==> config.mk <==
export PLATFORM = sky130hd
export DESIGN_NAME = yutorina_insn_dec
export DESIGN_NICKNAME = d
export VERILOG_FILES = /design/src/rtl/yutorina_insn_dec_pkg.sv /design/src/rtl/yutorina_br_cmp.sv /design/src/rtl/yutorina_insn_dec.sv
export SDC_FILE = /design/constraint.sdc
export NUM_CORES = 1
export LEC_CHECK = 0
export CAP_MARGIN = 20
export CORE_MARGIN = 2
export CORE_UTILIZATION = 35
export DETAILED_ROUTE_END_ITERATION = 8
export PLACE_DENSITY = 0.74
export SYNTH_ARGS = -nofsm -noshare
export SYNTH_HDL_FRONTEND = slang
export SYNTH_SLANG_ARGS = --single-unit
==> constraint.sdc <==
create_clock -name vclk -period 6
set_clock_uncertainty 0.05 [all_clocks]
set_input_delay 1.2 -clock vclk [all_inputs]
set_output_delay 1.2 -clock vclk [all_outputs]
set_load 0.02 [all_outputs]
==> src/rtl/yutorina_insn_dec_pkg.sv <==
// rtl/yutorina_insn_dec_pkg.sv - Yutorina ISA opcodes, field codes and control encodings
package yutorina_insn_dec_pkg;

    localparam int WORD_DATA_W = 32;
    localparam int WORD_ADDR_W = 30;
    localparam int GPR_ADDR_W  = 5;

    localparam logic ENABLE_  = 1'b0;
    localparam logic DISABLE_ = 1'b1;

    localparam logic [GPR_ADDR_W-1:0] GPR_LINK = 5'd31;

    typedef enum logic [2:0] {
        ALU_NOP, ALU_AND, ALU_OR, ALU_XOR, ALU_ADD, ALU_SUB, ALU_SHRL, ALU_SHLL
    } alu_op_e;

    typedef enum logic [3:0] {
        MEM_NONE, MEM_R_W, MEM_R_H, MEM_R_HU, MEM_R_B, MEM_R_BU, MEM_W_W, MEM_W_H, MEM_W_B
    } mem_op_e;

    typedef enum logic [1:0] {
        CTRL_NONE, CTRL_LSR, CTRL_SSR, CTRL_EXRT
    } ctrl_op_e;

    typedef enum logic [2:0] {
        EXP_NONE, EXP_UNDEF_INSN, EXP_TRAP, EXP_PRIV_VIO
    } exp_code_e;

    localparam logic [5:0] OP_ANDR  = 6'h00;
    localparam logic [5:0] OP_ANDI  = 6'h01;
    localparam logic [5:0] OP_ORR   = 6'h02;
    localparam logic [5:0] OP_ORI   = 6'h03;
    localparam logic [5:0] OP_XORR  = 6'h04;
    localparam logic [5:0] OP_XORI  = 6'h05;
    localparam logic [5:0] OP_ADDR  = 6'h06;
    localparam logic [5:0] OP_ADDI  = 6'h07;
    localparam logic [5:0] OP_SUBR  = 6'h08;
    localparam logic [5:0] OP_SHRLR = 6'h09;
    localparam logic [5:0] OP_SHRLI = 6'h0A;
    localparam logic [5:0] OP_SHLLR = 6'h0B;
    localparam logic [5:0] OP_SHLLI = 6'h0C;
    localparam logic [5:0] OP_LDW   = 6'h10;
    localparam logic [5:0] OP_LDH   = 6'h11;
    localparam logic [5:0] OP_LDHU  = 6'h12;
    localparam logic [5:0] OP_LDB   = 6'h13;
    localparam logic [5:0] OP_LDBU  = 6'h14;
    localparam logic [5:0] OP_STW   = 6'h18;
    localparam logic [5:0] OP_STH   = 6'h19;
    localparam logic [5:0] OP_STB   = 6'h1A;
    localparam logic [5:0] OP_BE    = 6'h20;
    localparam logic [5:0] OP_BNE   = 6'h21;
    localparam logic [5:0] OP_BUGT  = 6'h22;
    localparam logic [5:0] OP_BSGT  = 6'h23;
    localparam logic [5:0] OP_JR    = 6'h24;
    localparam logic [5:0] OP_CALL  = 6'h25;
    localparam logic [5:0] OP_TRAP  = 6'h30;
    localparam logic [5:0] OP_LSR   = 6'h31;
    localparam logic [5:0] OP_SSR   = 6'h32;
    localparam logic [5:0] OP_EXRT  = 6'h33;

endpackage

==> src/rtl/yutorina_br_cmp.sv <==
// rtl/yutorina_br_cmp.sv - conditional branch comparator (BE/BNE/BUGT/BSGT)
module yutorina_br_cmp (
    input  logic [1:0]  cond_sel,
    input  logic [31:0] lhs,
    input  logic [31:0] rhs,
    output logic        cond
);

    // Select the condition from the low opcode bits of the branch group
    always_comb begin
        cond = 1'b0;
        case (cond_sel)
            2'd0: cond = (lhs == rhs);
            2'd1: cond = (lhs != rhs);
            2'd2: cond = (lhs > rhs);
            2'd3: cond = ($signed(lhs) > $signed(rhs));
            default: cond = 1'b0;
        endcase
    end

endmodule

==> src/rtl/yutorina_insn_dec.sv <==
// rtl/yutorina_insn_dec.sv - ID-stage instruction decoder; YUTORINA_DEC_STAT_EN adds an exception counter
module yutorina_insn_dec
    import yutorina_insn_dec_pkg::*;
(
    input  logic        clk,
    input  logic        rst,
    input  logic        mode,
    input  logic [31:0] if_insn,
    input  logic [29:0] if_pc,
    input  logic [31:0] gpr_r_data1,
    input  logic [31:0] gpr_r_data2,
    input  logic [31:0] spr_r_data,
    output logic [4:0]  gpr_r_addr1,
    output logic [4:0]  gpr_r_addr2,
    output logic [2:0]  alu_op,
    output logic [31:0] alu_lhs,
    output logic [31:0] alu_rhs,
    output logic [4:0]  w_addr,
    output logic [31:0] w_data,
    output logic        gpr_we_,
    output logic [3:0]  mem_op,
    output logic [1:0]  ctrl_op,
    output logic [2:0]  exp_code,
    output logic        br_taken,
`ifdef YUTORINA_DEC_STAT_EN
    output logic [15:0] dec_exp_cnt,
`endif
    output logic [29:0] br_addr
);

    logic [5:0]  op;
    logic [4:0]  ra;
    logic [4:0]  rb;
    logic [4:0]  rc;
    logic [15:0] imm;
    logic [31:0] sext;
    logic [31:0] zext;
    logic        br_cond;

    assign op   = if_insn[31:26];
    assign ra   = if_insn[25:21];
    assign rb   = if_insn[20:16];
    assign rc   = if_insn[15:11];
    assign imm  = if_insn[15:0];
    assign sext = {{16{imm[15]}}, imm};
    assign zext = {16'h0000, imm};

    assign gpr_r_addr1 = ra;
    assign gpr_r_addr2 = rb;

    yutorina_br_cmp u_br_cmp (
        .cond_sel (op[1:0]),
        .lhs      (gpr_r_data1),
        .rhs      (gpr_r_data2),
        .cond     (br_cond)
    );

    // Opcode decode into ALU, writeback, memory, control, branch and exception controls
    always_comb begin
        alu_op   = ALU_NOP;
        alu_lhs  = gpr_r_data1;
        alu_rhs  = gpr_r_data2;
        w_addr   = rc;
        w_data   = gpr_r_data2;
        gpr_we_  = DISABLE_;
        mem_op   = MEM_NONE;
        ctrl_op  = CTRL_NONE;
        exp_code = EXP_NONE;
        br_taken = 1'b0;
        br_addr  = if_pc + 30'd1 + sext[29:0];
        case (op)
            OP_ANDR:  begin alu_op = ALU_AND;  gpr_we_ = ENABLE_; end
            OP_ORR:   begin alu_op = ALU_OR;   gpr_we_ = ENABLE_; end
            OP_XORR:  begin alu_op = ALU_XOR;  gpr_we_ = ENABLE_; end
            OP_ADDR:  begin alu_op = ALU_ADD;  gpr_we_ = ENABLE_; end
            OP_SUBR:  begin alu_op = ALU_SUB;  gpr_we_ = ENABLE_; end
            OP_SHRLR: begin alu_op = ALU_SHRL; gpr_we_ = ENABLE_; end
            OP_SHLLR: begin alu_op = ALU_SHLL; gpr_we_ = ENABLE_; end
            OP_ANDI:  begin alu_op = ALU_AND;  alu_rhs = zext; w_addr = rb; gpr_we_ = ENABLE_; end
            OP_ORI:   begin alu_op = ALU_OR;   alu_rhs = zext; w_addr = rb; gpr_we_ = ENABLE_; end
            OP_XORI:  begin alu_op = ALU_XOR;  alu_rhs = zext; w_addr = rb; gpr_we_ = ENABLE_; end
            OP_ADDI:  begin alu_op = ALU_ADD;  alu_rhs = sext; w_addr = rb; gpr_we_ = ENABLE_; end
            OP_SHRLI: begin alu_op = ALU_SHRL; alu_rhs = zext; w_addr = rb; gpr_we_ = ENABLE_; end
            OP_SHLLI: begin alu_op = ALU_SHLL; alu_rhs = zext; w_addr = rb; gpr_we_ = ENABLE_; end
            OP_LDW, OP_LDH, OP_LDHU, OP_LDB, OP_LDBU: begin
                alu_op  = ALU_ADD;
                alu_rhs = sext;
                w_addr  = rb;
                gpr_we_ = ENABLE_;
                case (op)
                    OP_LDW:  mem_op = MEM_R_W;
                    OP_LDH:  mem_op = MEM_R_H;
                    OP_LDHU: mem_op = MEM_R_HU;
                    OP_LDB:  mem_op = MEM_R_B;
                    default: mem_op = MEM_R_BU;
                endcase
            end
            OP_STW, OP_STH, OP_STB: begin
                alu_op  = ALU_ADD;
                alu_rhs = sext;
                case (op)
                    OP_STW:  mem_op = MEM_W_W;
                    OP_STH:  mem_op = MEM_W_H;
                    default: mem_op = MEM_W_B;
                endcase
            end
            OP_BE, OP_BNE, OP_BUGT, OP_BSGT: br_taken = br_cond;
            OP_JR: begin
                br_taken = 1'b1;
                br_addr  = gpr_r_data1[31:2];
            end
            OP_CALL: begin
                br_taken = 1'b1;
                br_addr  = gpr_r_data1[31:2];
                alu_op   = ALU_ADD;
                alu_lhs  = {if_pc + 30'd1, 2'b00};
                alu_rhs  = 32'h0;
                w_addr   = GPR_LINK;
                gpr_we_  = ENABLE_;
            end
            OP_TRAP: exp_code = EXP_TRAP;
            // Privileged ops in user mode collapse to defaults plus a violation
            OP_LSR: begin
                if (mode) begin
                    exp_code = EXP_PRIV_VIO;
                end else begin
                    ctrl_op = CTRL_LSR;
                    alu_op  = ALU_ADD;
                    alu_lhs = spr_r_data;
                    alu_rhs = 32'h0;
                    gpr_we_ = ENABLE_;
                end
            end
            OP_SSR: begin
                if (mode) begin
                    exp_code = EXP_PRIV_VIO;
                end else begin
                    ctrl_op = CTRL_SSR;
                    alu_op  = ALU_ADD;
                    alu_lhs = gpr_r_data2;
                    alu_rhs = 32'h0;
                    w_addr  = ra;
                end
            end
            OP_EXRT: begin
                if (mode) begin
                    exp_code = EXP_PRIV_VIO;
                end else begin
                    ctrl_op = CTRL_EXRT;
                end
            end
            default: exp_code = EXP_UNDEF_INSN;
        endcase
    end

`ifdef YUTORINA_DEC_STAT_EN
    // Saturating count of cycles that decode an exception
    always_ff @(posedge clk or negedge rst) begin
        if (!rst) begin
            dec_exp_cnt <= 16'h0000;
        end else if ((exp_code != EXP_NONE) && (dec_exp_cnt != 16'hFFFF)) begin
            dec_exp_cnt <= dec_exp_cnt + 16'd1;
        end
    end
`else
    logic unused_clk_rst;
    assign unused_clk_rst = &{1'b0, clk, rst};
`endif

endmodule

==> results.md <==
- Outcome: finished, violations left
- Violated checks: setup timing
- M1 WL: 11,380 um
- DRC Markers: 0
- Largest net degree at the start of global routing: 49
- Initial antenna violation count: 0
- DR pass1 iterations: 7
- Post-Syn Instances: 809
- Slew @ Worst Pin: 0.5573 ns
- HPWL after detailed placement: 20,950 um
- Seq/Total Area, Yosys: 0
- DR WL/cell: 19.10 um
- Synth Net Count: 1,033
- Slew Limit Fails: 0
- Detailed Route Iter0 Violations: 745
- Setup ws final: -0.02125 ns
- Worst setup SP type: input port
- GPL Wtd Cong: 0.9528
- Initial Util: 0.3546
- Hold Violations, Final: 0
- Die area: 16,240 um2
- Final setup vio count: 1
- Critical Path Fanout Max: 4
- Worst hold margin: 3.114 ns
- Max-cap viol count: 0
- RSZ-0062 raised after global routing: yes
- Routed wl met2: 12,830 um
- CP endpoint kind: primary output
- Tmin final: 6.021 ns
- Port buffer count: 313
- Syn-to-layout area delta: 86.90%
- Mapped Area: 5331 um2
- GRT overflow: 0
- Routed vias: 7,938
- CLK BUF: 0
- Core footprint: 15,030 um2
- Largest vdd supply drop: 0.00007764 V
- Period utilisation layout: 1.004
- First-pass GRT wire length: 38,980 um
- Critical Path RT: 4.75 ns
- Final core occ: 0.6628
- Site Rows: 45
- Num sequential: 0
- Most common cell after layout, fill and taps aside: clkdlybuf4s50_1
- Setup WS pre-CTS: -0.6750 ns
- FF+latch area: 0 um2
- Most frequent cells in the layout: clkdlybuf4s50_1 (289), buf_4 (196), nand2_1 (84), nor2_1 (60), a21oi_1 (60)
- Power Total: 0.001069 W
- PD cells: 107.2 nW/um2
- Placed inst area: 9390 um2
- Nets@finish: 1,450
- CP Class: in2out
- Top routing layer used: met4
- Gr usage total: 0.2942
- Synth warn: 0
- Synth cell types: 71
- Arrival @ worst endpoint: 4.77 ns
- Die width: 127.4 um
- Vias in the first global route: 7,522
- DRT antenna net count: 0
- Chip height: 127.4 um
- Share of cells above drive strength 1: 0.2402
- HP Class: in2out
- Count of hold buffers inserted by post-cts repair: 0
- Design area: 9965 um2
- Syn_area_per_cell: 6.590 um2
- P_leak: 4.496 nW
- I/O Pins: 316
- F_max: 166.1 MHz
- Total routed wirelength: 26,960 um
- Vias per cell: 5.622
- Slew margin rel.: 0.6285
- Metal3 WL: 1985 um
- Number of antenna diodes: 0
-- layout make-up --
class	instances	area, um2
fillers	1277	5069
multi-input cells	666	4964
repair buffers	508	4578
inverters	50	187.7
well taps	188	235.2
-- worst max-delay path, stage by stage --
cell             delay (ns)
clkdlybuf4s50_1        0.55
nand3_2                0.12
nor4_2                 0.23
buf_4                  0.20
nand3_4                0.11
xnor2_2                0.17
ha_1                   0.34
a21o_1                 0.19
or3_4                  0.34
a31oi_4                0.22
o22ai_2                0.13
a31o_4                 0.29
a31oi_4                0.17
xor2_1                 0.09
a21oi_1                0.23
buf_4                  0.19
-- repair_timing --
action                     CTS  global route
resized for setup           75            71
setup buffers               18            16
setup endpoints to repair   21            21
pin swaps                   24            38
-- synth_stat cells (4+ instances only) --
cell	number	area, um2
o21ai_0	33	165.2
xnor2_1	37	324.1
a31oi_1	6	37.54
nand3_1	29	145.1
o21ai_1	6	30.03
nor2b_1	5	31.28
a22o_1	27	236.5
clkbuf_1	29	108.9
a21oi_1	72	360.4
a222oi_1	17	170.2
nand4_1	23	143.9
or3_1	5	31.28
ha_1	62	775.7
buf_1	4	15.01
xor2_1	18	157.7
nor3_1	22	110.1
buf_2	15	75.07
inv_1	49	183.9
o21a_1	9	67.56
a211oi_1	9	67.56
a21o_1	35	262.8
nor2_1	65	244.0
buf_4	43	322.8
o31ai_1	4	30.03
o21bai_1	6	45.04
nand2_1	87	326.6
and3_1	4	25.02
a221o_1	18	180.2
mux2i_1	9	90.09
-- where the power goes --
part	total, W	switching [W]	internal, W
Clock	0	0	0
Sequential	0	0	0
Combinational	0.00107	0.000539	0.000529
Total	0.00107	0.000539	0.000529
-- per-layer routing --
layer / vias up / GRT usage
li1: 3798 / -
met1: 3665 / 0.3915
met2: 415 / 0.5105
met3: 60 / 0.03434
met4: 0 / 0.06335
met5: - / 0
-- final timing paths --
kind | startpoint | end | slack [ns] | depth (start not counted)
max | if_pc[4] | br_addr[22] | -0.02 | 16
min | gpr_r_data1[22] | br_addr[20] | 3.11 | 4
-- cell families (layout without fill, tap and decap cells) --
family,after synthesis,in the layout,share of synthesized area
AOI/OAI and AO/OA,275,275,0.3722
xor gates and xnor gates,55,55,0.09035
adders and majority gates,63,63,0.1493
buffers and inverters,143,558,0.1389
muxes,9,9,0.01690
other,1,1,0.0007034
and+or+nand+nor,263,263,0.2316
-- metrics by stage --
stage                      TNS, ns  std cells
after floorplan                  0        809
after global placement      -7.428       1378
after detailed placement    -7.892       1378
after CTS                        0       1396
after global routing       -0.7738       1412
final                     -0.02125       1412
No activity file was read; power rests on OpenSTA's default activity.
